## src/rtl/uart_frame_parser.sv

```systemverilog
// Assembles SYNC/CMD/LEN/PAYLOAD/CHK frames from UART receiver bytes and
// presents validated frames as one parallel word with a single-cycle strobe.
module uart_frame_parser #(
    parameter logic [7:0]  SYNC_BYTE      = 8'hA5,
    parameter int unsigned MAXLEN         = 8,
    parameter int unsigned TIMEOUT_CYCLES = 100_000
) (
    input  logic                           clk,
    input  logic                           rstb,
    input  logic [7:0]                     rx_data,
    input  logic                           rx_valid,
    input  logic [1:0]                     rx_error,
    output logic                           frame_valid,
    output logic [7:0]                     frame_cmd,
    output logic [$clog2(MAXLEN+1)-1:0]    frame_len,
    output logic [MAXLEN*8-1:0]            frame_payload,
    output logic                           frame_error,
    output logic [2:0]                     error_code,
    output logic                           busy
);

    localparam int unsigned LW = $clog2(MAXLEN + 1);
    localparam int unsigned TW = $clog2(TIMEOUT_CYCLES + 1);
    localparam logic [TW-1:0] TMAX = TW'(TIMEOUT_CYCLES);

    typedef enum logic [2:0] {StSync, StCmd, StLen, StPayload, StCheck} state_e;

    state_e              state_q, state_d;
    logic [MAXLEN*8-1:0] buf_q, buf_d;
    logic [LW-1:0]       idx_q, idx_d;
    logic [LW-1:0]       len_q, len_d;
    logic [7:0]          cmd_q, cmd_d;
    logic [7:0]          chk_q, chk_d;
    logic [TW-1:0]       cnt_q, cnt_d;
    logic                frame_valid_q, frame_valid_d;
    logic                frame_error_q, frame_error_d;
    logic [2:0]          error_code_q, error_code_d;
    logic [7:0]          frame_cmd_q, frame_cmd_d;
    logic [LW-1:0]       frame_len_q, frame_len_d;
    logic [MAXLEN*8-1:0] frame_payload_q, frame_payload_d;

    assign busy = (state_q != StSync);

    always_comb begin
        state_d         = state_q;
        buf_d           = buf_q;
        idx_d           = idx_q;
        len_d           = len_q;
        cmd_d           = cmd_q;
        chk_d           = chk_q;
        cnt_d           = cnt_q;
        frame_valid_d   = 1'b0;
        frame_error_d   = 1'b0;
        error_code_d    = error_code_q;
        frame_cmd_d     = frame_cmd_q;
        frame_len_d     = frame_len_q;
        frame_payload_d = frame_payload_q;

        // Priority: receiver error, then accepted byte, then timeout.
        if (busy && (rx_error != 2'd0)) begin
            state_d       = StSync;
            frame_error_d = 1'b1;
            error_code_d  = 3'd3;
        end else if (rx_valid) begin
            cnt_d = '0;
            case (state_q)
                StSync: begin
                    if (rx_data == SYNC_BYTE) begin
                        buf_d   = '0;
                        idx_d   = '0;
                        chk_d   = '0;
                        state_d = StCmd;
                    end
                end
                StCmd: begin
                    cmd_d   = rx_data;
                    chk_d   = rx_data;
                    state_d = StLen;
                end
                StLen: begin
                    if (rx_data > 8'(MAXLEN)) begin
                        state_d       = StSync;
                        frame_error_d = 1'b1;
                        error_code_d  = 3'd1;
                    end else begin
                        len_d   = rx_data[LW-1:0];
                        chk_d   = chk_q ^ rx_data;
                        state_d = (rx_data == 8'd0) ? StCheck : StPayload;
                    end
                end
                StPayload: begin
                    for (int i = 0; i < MAXLEN; i++) begin
                        if (idx_q == LW'(i)) buf_d[8*i +: 8] = rx_data;
                    end
                    chk_d = chk_q ^ rx_data;
                    idx_d = idx_q + LW'(1);
                    if ((idx_q + LW'(1)) == len_q) state_d = StCheck;
                end
                StCheck: begin
                    if (rx_data == chk_q) begin
                        frame_valid_d   = 1'b1;
                        error_code_d    = 3'd0;
                        frame_cmd_d     = cmd_q;
                        frame_len_d     = len_q;
                        frame_payload_d = buf_q;
                    end else begin
                        frame_error_d = 1'b1;
                        error_code_d  = 3'd2;
                    end
                    state_d = StSync;
                end
                default: state_d = StSync;
            endcase
        end else if (busy) begin
            if (cnt_q == TMAX) begin
                state_d       = StSync;
                frame_error_d = 1'b1;
                error_code_d  = 3'd4;
            end else begin
                cnt_d = cnt_q + TW'(1);
            end
        end

        if (state_d == StSync) cnt_d = '0;
    end

    always_ff @(posedge clk) begin
        if (!rstb) begin
            state_q         <= StSync;
            buf_q           <= '0;
            idx_q           <= '0;
            len_q           <= '0;
            cmd_q           <= '0;
            chk_q           <= '0;
            cnt_q           <= '0;
            frame_valid_q   <= 1'b0;
            frame_error_q   <= 1'b0;
            error_code_q    <= '0;
            frame_cmd_q     <= '0;
            frame_len_q     <= '0;
            frame_payload_q <= '0;
        end else begin
            state_q         <= state_d;
            buf_q           <= buf_d;
            idx_q           <= idx_d;
            len_q           <= len_d;
            cmd_q           <= cmd_d;
            chk_q           <= chk_d;
            cnt_q           <= cnt_d;
            frame_valid_q   <= frame_valid_d;
            frame_error_q   <= frame_error_d;
            error_code_q    <= error_code_d;
            frame_cmd_q     <= frame_cmd_d;
            frame_len_q     <= frame_len_d;
            frame_payload_q <= frame_payload_d;
        end
    end

    assign frame_valid   = frame_valid_q;
    assign frame_error   = frame_error_q;
    assign error_code    = error_code_q;
    assign frame_cmd     = frame_cmd_q;
    assign frame_len     = frame_len_q;
    assign frame_payload = frame_payload_q;

endmodule

```

## config.mk

```make
export PLATFORM = sky130hd
export DESIGN_NAME = uart_frame_parser
export DESIGN_NICKNAME = d
export VERILOG_FILES = /design/src/rtl/uart_frame_parser.sv
export SDC_FILE = /design/constraint.sdc
export NUM_CORES = 1
export LEC_CHECK = 0
export CORE_ASPECT_RATIO = 1.2
export CORE_UTILIZATION = 50
export CTS_CLUSTER_SIZE = 20
export DETAILED_ROUTE_END_ITERATION = 6
export PLACE_DENSITY = 0.73
export SKIP_LAST_GASP = 1
export SLEW_MARGIN = 20
export SYNTH_ARGS = -nofsm -noshare
export SYNTH_HDL_FRONTEND = slang
export SYNTH_SLANG_ARGS = --single-unit
```

## constraint.sdc

```tcl
create_clock -name clk -period 5.9 [get_ports clk]
set_input_delay 0.59 -clock clk [delete_from_list [all_inputs] [get_ports clk]]
set_output_delay 0.59 -clock clk [all_outputs]
set_load 0.05 [all_outputs]
```

==> implementation parameters, run 1 <==
Parameter                              Value

Pwr
  Worst IR Drop VDD ... approximately 170 uV
  Clock Power Share ... about 47%
  Relative contribution of combinational cells to total power ... approximately 1.9%
  Switching power of the nets ... about 520 uW
  Sw frac ... around a fifth
  Internal power ... 1.98 mW
  Power density normalized to cell area ... 270 nW/um^2
  Seq pwr share ... roughly half
  Standby leakage power ... ~3.3 nW

CTS
  Buffers inserted by post-CTS timing repair ... 0
  H-tree levels ... 4
  Count of instances resized after the clock tree is built ... 0
  CTS tree ... done
  Number of buffers created by CTS ... 17
  Clock slew seen by the registers of the worst setup and hold paths ... about 70 ps
  Sink Count ... 189
  Quantity of hold-fixing buffers added after cts ... 0
  Root buffer cell ... clkbuf_16
  Number of buffers between clock root and the deepest sink ... 2
  Insertion delay of the later-clocked pin in the worst-skew pair ... about 430 ps

Place
  I/O Buffers ... 94
  Post-placement worst setup slack ... 2530 ps
  Routability congestion estimate ... 0.835
  DPL Wire Length ... around 11000 um

Timing
  Fmax ... 0.319 GHz
  Setup TNS after final layout ... 0 ps
  RSZ-0062 raised after global routing ... no
  Smallest setup slack after layout ... between 2000 and 3000 ps
  Count of endpoints failing setup in the final report ... 0
  Time the worst path needs with I/O delays and setup ... about 3100 ps
  Relative max-transition margin ... about two fifths
  Actual transition at the worst max-transition pin ... between 900 and 1000 ps
  Number of pins with negative max-slew slack in the final report ... 0
  Final critical-path share of the clock period ... ~53%
  Final hold vios ... 0
  Setup Skew ... around 12 ps

Critical path
  Crit path arrival time ... 2540 ps
  Startpoint type of the worst setup path ... flop
  Critical-path maximum fanout ... 18
  Worst Setup Path Type ... reg -> out
  Critical path endpoint category ... output pin
  FF-to-FF setup slack ... roughly 3000 ps
  Data required time of the critical path ... approximately 5300 ps
  Launching instance or port of the critical path ... state_q[0]$_SDFF_PN0_
  Reg2reg start ... state_q[0]$_SDFF_PN0_

Routing
  Via count of the routed design ... 6226
  1st-pass router iterations ... 5
  Routed Antenna Nets ... 0
  Mean number of vias per cell ... 5.33
  Routed wire length ... 17500 um
  Routed wire length per instance ... 15.0 um
  Total DRC errors in the routed layout ... 0
  First DRT Iteration DRCs ... 335

Global route
  Total routing usage reported by global routing ... between 20 and 25%
  Maximum number of pins on one net before global-route repair ... just under 100
  Via count of the first global-routing pass ... between 5000 and 6000
  GR Util met3 ... 3.83%
  Total grt overflow ... 0
  Number of antenna violations at the first check in global routing ... 0
  Global-route wire length before repair ... 28500 um
  Global routing's busiest layer ... met2
  M2 GR Usage ... 37.7%
  Global routing usage on met1 ... between 30% and 40%

Flow run
  Max-cap violations ... 0

Finish
  Seq. cell area ... ~3800 um^2
  Fillers ... 1343
  Number of inserted diodes ... 0
  Area of the multi-input gates ... about 3600 um^2
  Area growth syn-to-layout ... 20.6%
  Share of post-route cells with drive strength above 1 ... under 10%
  Post-layout net count ... 971

Die
  Die Outline Area ... roughly 16000 um^2
  Site row count ... 49
  Chip height ... 138 um
  Die Wd ... between 100 and 150 um
  Number of top-level pins ... 95
  Std-Cell Core Area ... 15000 um^2
  Effective utilization at floorplan ... between 50 and 60%

Synthesis
  Proportion of synthesized flip-flops having asynchronous set or reset ... 0%
  Number of synthesized flops with an enable pin ... 0
  Mean Syn Cell Area ... 8.57 um^2
  Share of synthesized area occupied by flip-flops and latches ... around half
  Count of unique library cells instantiated by Yosys ... 58
  Flop and latch count out of synthesis ... 189
  Post-synthesis cell area ... 7670 um^2
  Primary flip-flop cell chosen by synthesis mapping ... dfxtp_1
  Count of synthesis-stage warnings from yosys ... 0
  Post-synthesis cell count ... approximately 900
  Syn Nets ... slightly above 900

Min path
  Beginning of the worst hold path ... frame_payload[51]$_SDFFE_PN0P_
  Hold WC Path Type ... reg -> reg

Status
  Outcome ... finished, final reports clean
flip-flops by register name, summed over array words and instances (netlist names):
register	cells
error_code	3
cnt_q	17
buf_q	64
frame_cmd	8
frame_len	4
cmd_q	8
chk_q	8
frame_valid	1
idx_q	4
frame_payload	64
frame_error	1
state_q	3
len_q	4
power by group through the flow:
stage          clock network (mW)  registers [mW]  logic, mW
2_1_floorplan                   0            1.30     0.0295
3_3_place_gp                    0            1.30     0.0483
3_5_place_dp                    0            1.30     0.0477
4_1_cts                      1.19            1.28     0.0480
5_1_grt                      1.24            1.27     0.0520
6_report                     1.17            1.28     0.0483
synthesized netlist by cell type (all sizes together) (9+ instances only):
master    n  share of area [%]
dfxtp   189                 49
nand2   188                9.3
nor2    112                6.3
a21oi   105                6.9
mux2i    60                7.8
clkbuf   50                2.4
o21ai    22                1.4
nand3    20                1.3
xor2     17                1.9
nor3     11               0.78
a22oi    10               0.98
buf      10               0.85
nand4    10               0.82
xnor2    10                1.1
and3      9               0.75
critical path, cell delays in order (launching register included):
cell             delay (ps)
dfxtp_1                 490
nor3_1                  620
inv_1                   240
clkdlybuf4s50_1         760
layer usage:
metal	vias to the layer above	part of all wire, %
met5	-	0
met4	0	2.4
met3	27	3.4
met2	133	49
met1	2948	46
li1	3118	-
per-stage QoR:
step / instance area, um^2 / util, % / power [mW] / hold slack (ps) / std cells
2_1_floorplan: 7670 / - / 1.33 / 436 / 895
3_3_place_gp: 8650 / 57.8 / 1.35 / 441 / 1137
3_5_place_dp: 8650 / 57.8 / 1.35 / 445 / 1137
4_1_cts: 9250 / 61.8 / 2.52 / 450 / 1169
5_1_grt: 9250 / 61.8 / 2.57 / 472 / 1169
6_report: 9250 / 61.8 / 2.50 / 451 / 1169
cells by family (layout without fill, tap and decap cells):
logic type / Yosys count / count (layout) / share of synthesized area, %
AOI/OAI and AO/OA: 158 / 158 / 11.7
xor gates and xnor gates: 28 / 28 / 3.38
adders and majority gates: 6 / 6 / 0.979
buffers and inverters: 68 / 138 / 3.69
DFF: 189 / 189 / 49.3
muxes: 60 / 60 / 7.83
and+or+nand+nor: 386 / 386 / 23.0
final timing paths:
path	to	cells past startpoint
setup / recovery	busy	3
hold / removal	frame_payload[51]$_SDFFE_PN0P_	2
hold reg to reg	frame_payload[51]$_SDFFE_PN0P_	2
setup reg to reg	buf_q[21]$_SDFFE_PN0P_	7
placed cells by master, fill, tap and decap left out, types with 6 or more instances in the layout:
cell type / synthesis / routed
clkdlybuf4s50_1: 0 / 94
nand3_1: 20 / 20
inv_1: 8 / 7
a21o_1: 6 / 6
a22oi_1: 10 / 10
nand2_1: 184 / 184
mux2i_1: 60 / 60
nor2_2: 7 / 7
nor2_1: 102 / 102
nand4_1: 10 / 10
dfxtp_1: 189 / 189
ha_1: 6 / 6
clkbuf_16: 0 / 17
nor3_1: 10 / 9
o21ai_0: 21 / 21
xnor2_1: 10 / 10
nor4_1: 7 / 7
xor2_1: 17 / 17
and3_1: 8 / 8
a21oi_1: 104 / 104
layout make-up:
cell class	instances	area share [%]
Clock buffer	23	5.06
Tap cell	204	2.76
Inverter	8	0.352
Clock inverter	9	1.45
Sequential cell	189	40.9
Multi-Input combinational cell	638	39.0
Timing Repair Buffer	98	10.5
Power figures use the tool's default switching activity.
==> run 2, diff against run 1 <==
- clock period: 5.9 -> 3.2 ns (I/O delays scaled with it)
==> run 2 against run 1 <==
Wire length grew 1.2%. Clock skew shrank 1.7 ps. Via count grew 1.1%. Non-clock buffer count grew 11. Critical path depth grew 3. Cell count grew 0.94%. Utilization grew 0.40 points. Sequential power grew 84%. Clock power grew 71%. Sequential share of layout area shrank 0.26 points. Critical endpoint is now cnt_q[15]$_SDFFE_PP0P_. Largest cell class unchanged.
==> implementation parameters, run 2 (same netlist as run 1, synthesis figures left out) <==
Parameter                              Value

Status
  Outcome ... finished, final reports clean (unchanged)

Timing
  Number of pins with negative max-slew slack in the final report ... 0 (unchanged)
  Relative max-transition margin ... 59.6% (was 38.1%)
  Actual transition at the worst max-transition pin ... 600 ps (was 928 ps)
  Final hold vios ... 0 (unchanged)
  Setup Skew ... 10.1 ps (was 11.8 ps)
  Fmax ... roughly 0.37 GHz
  Setup TNS after final layout ... 0 ps (unchanged)
  Count of endpoints failing setup in the final report ... 0 (unchanged)
  RSZ-0062 raised after global routing ... no (unchanged)
  Time the worst path needs with I/O delays and setup ... between 2000 and 3000 ps
  Final critical-path share of the clock period ... between 80 and 90%
  Post-Route Hold Slack ... 451 ps (about the same)

Critical path
  FF-to-FF setup slack ... 510 ps (was 2970 ps)
  Critical Path Sink ... cnt_q[15]$_SDFFE_PP0P_ (was busy)
  Ordered list of cells on the worst path ... or4_4 > nor4_4 > nor3_2 > a221o_1 > o211ai_4 > nor2_1 (was nor3_1 > inv_1 > clkdlybuf4s50_1)
  Logic depth of the worst register-to-register path ... 6 (was 7)
  Worst path bufs/invs ... 0 (was 2)
  Cell family contributing the most delay on the critical path ... simple AND/OR/NAND/NOR gates (was buffers and inverters)
  Worst Setup Path Type ... reg -> reg (was reg -> out)
  Reg-to-reg endpoint ... cnt_q[15]$_SDFFE_PP0P_ (was buf_q[21]$_SDFFE_PN0P_)
  Crit. path cell count ... 6 (was 3)
  Critical-path maximum fanout ... 15 (was 18)
  Launching instance or port of the critical path ... cnt_q[2]$_SDFFE_PP0P_ (was state_q[0]$_SDFF_PN0_)
  Critical path endpoint category ... flop (was output pin)
  Crit path arrival time ... 2990 ps (was 2540 ps)
  Reg2reg start ... cnt_q[2]$_SDFFE_PP0P_ (was state_q[0]$_SDFF_PN0_)
  Slowest stage cell, crit path ... or4_4 (was clkdlybuf4s50_1)
  Data required time of the critical path ... 3490 ps (was 5310 ps)
  Startpoint type of the worst setup path ... flop (unchanged)
  Peak per-stage delay on the critical path ... 570 ps (was 760 ps)

Place
  I/O Buffers ... 94 (unchanged)
  DPL Wire Length ... 11300 um (about the same)
  Routability congestion estimate ... 0.850 (was 0.835)
  Post-Place Cell Area ... 8760 um^2 (was 8650 um^2)

Die
  Std-Cell Core Area ... 15000 um^2 (unchanged)
  Die Outline Area ... 15800 um^2 (unchanged)
  Number of top-level pins ... 95 (unchanged)
  Chip height ... 138 um (unchanged)
  Site row count ... 49 (unchanged)
  Die Wd ... 115 um (unchanged)
  Effective utilization at floorplan ... 51.3% (unchanged)

Routing
  Routed wire length ... 17700 um (was 17500 um)
  Total DRC errors in the routed layout ... 0 (unchanged)
  Routed Antenna Nets ... 0 (unchanged)
  First DRT Iteration DRCs ... 408 (was 335)
  Via count of the routed design ... 6295 (was 6226)
  Mean number of vias per cell ... 5.33 (about the same)
  1st-pass router iterations ... 5 (unchanged)
  Routed wire length per instance ... 15.0 um (about the same)

Finish
  Share of post-route cells with drive strength above 1 ... 7.58% (was 6.53%)
  Highest-count cells in the layout ignoring fill and taps ... dfxtp_1, nand2_1, a21oi_1, nor2_1, clkdlybuf4s50_1 (unchanged)
  Final cell utilization of the core ... 62.2% (was 61.8%)
  Area growth syn-to-layout ... 21.4% (was 20.6%)
  Area of all placed cells without fillers ... 9310 um^2 (was 9250 um^2)
  Post-layout net count ... 982 (was 971)
  Number of inserted diodes ... 0 (unchanged)
  Most frequent standard cell in the layout excluding fill and tap cells ... dfxtp_1 (unchanged)

CTS
  Quantity of hold-fixing buffers added after cts ... 0 (unchanged)
  H-tree levels ... 4 (unchanged)
  CTS tree ... done (unchanged)
  Clock slew seen by the registers of the worst setup and hold paths ... 70 ps (about the same)
  Number of buffers between clock root and the deepest sink ... 2 (unchanged)
  Count of instances resized after the clock tree is built ... 0 (unchanged)
  Insertion delay of the later-clocked pin in the worst-skew pair ... 430 ps (about the same)
  Sink Count ... 189 (unchanged)
  Number of buffers created by CTS ... 17 (unchanged)
  Root buffer cell ... clkbuf_16 (unchanged)
  Buffers inserted by post-CTS timing repair ... 0 (unchanged)

Pwr
  Power density normalized to cell area ... 478 nW/um^2 (was 270 nW/um^2)
  Standby leakage power ... 3.35 nW (was 3.31 nW)
  Worst IR Drop VDD ... 333 uV (was 169 uV)

Global route
  Maximum number of pins on one net before global-route repair ... 77 (was 98)
  Via count of the first global-routing pass ... 5848 (was 5715)
  Total routing usage reported by global routing ... 23.2% (about the same)
  Global-route wire length before repair ... 28600 um (was 28500 um)
  Number of antenna violations at the first check in global routing ... 0 (unchanged)
  Total grt overflow ... 0 (unchanged)

Min path
  Beginning of the worst hold path ... frame_payload[54]$_SDFFE_PN0P_ (was frame_payload[51]$_SDFFE_PN0P_)
  Hold WC Path Type ... reg -> reg (unchanged)

Flow run
  Max-cap violations ... 0 (unchanged)
[run 2: per-layer routing]
metal  track usage (%)  vias up  wire length [um]
li1                  -     3136                 -
met1              29.1     2973              7870
met2              39.3      154              8670
met3              4.22       32               817
met4              9.16        0               357
met5                 0        -                 0
[run 2: worst min-delay path, delay by kind of cell (launching register included)]
family           cells  cell delay [ps]
AND/OR/NAND/NOR      1               50
flip-flops           1              310
AO/OA/AOI/OAI        1               50
[run 2: layout make-up]
class	instances	area (um^2)
Fill cell	1391	5650
Sequential cell	189	3780
Multi-Input combinational cell	638	3610
Timing Repair Buffer	109	1080
Clock buffer	23	468
Tap cell	204	255
Clock inverter	9	86.3
Inverter	8	32.5
[run 2: worst min path at each step]
stage	slack [ps]	depth (start not counted)	endpoint
after floorplan	440	2	frame_payload[10]$_SDFFE_PN0P_
after global placement	440	2	frame_len[3]$_SDFFE_PN0P_
after detailed placement	440	2	frame_payload[16]$_SDFFE_PN0P_
after CTS	450	2	frame_payload[50]$_SDFFE_PN0P_
after global routing	460	2	frame_payload[42]$_SDFFE_PN0P_
final	450	2	frame_payload[54]$_SDFFE_PN0P_
[run 2: through the flow]
| stage | worst slack, ps | total power, mW | instances |
|---|---|---|---|
| 2_1_floorplan | 644 | 2.46 | 895 |
| 3_3_place_gp | 336 | 2.50 | 1148 |
| 3_5_place_dp | 284 | 2.50 | 1148 |
| 4_1_cts | 489 | 4.48 | 1180 |
| 5_1_grt | 343 | 4.58 | 1180 |
| 6_report | 508 | 4.45 | 1180 |
[run 2: power by group]
part | internal, mW | leakage [nW] | switching [mW] | total, mW
logic | 0.0307 | 1.56 | 0.0682 | 0.0989
clock network | 1.11 | 0.268 | 0.887 | 2.00
registers | 2.35 | 1.52 | 0.0000773 | 2.35
total | 3.50 | 3.35 | 0.955 | 4.45
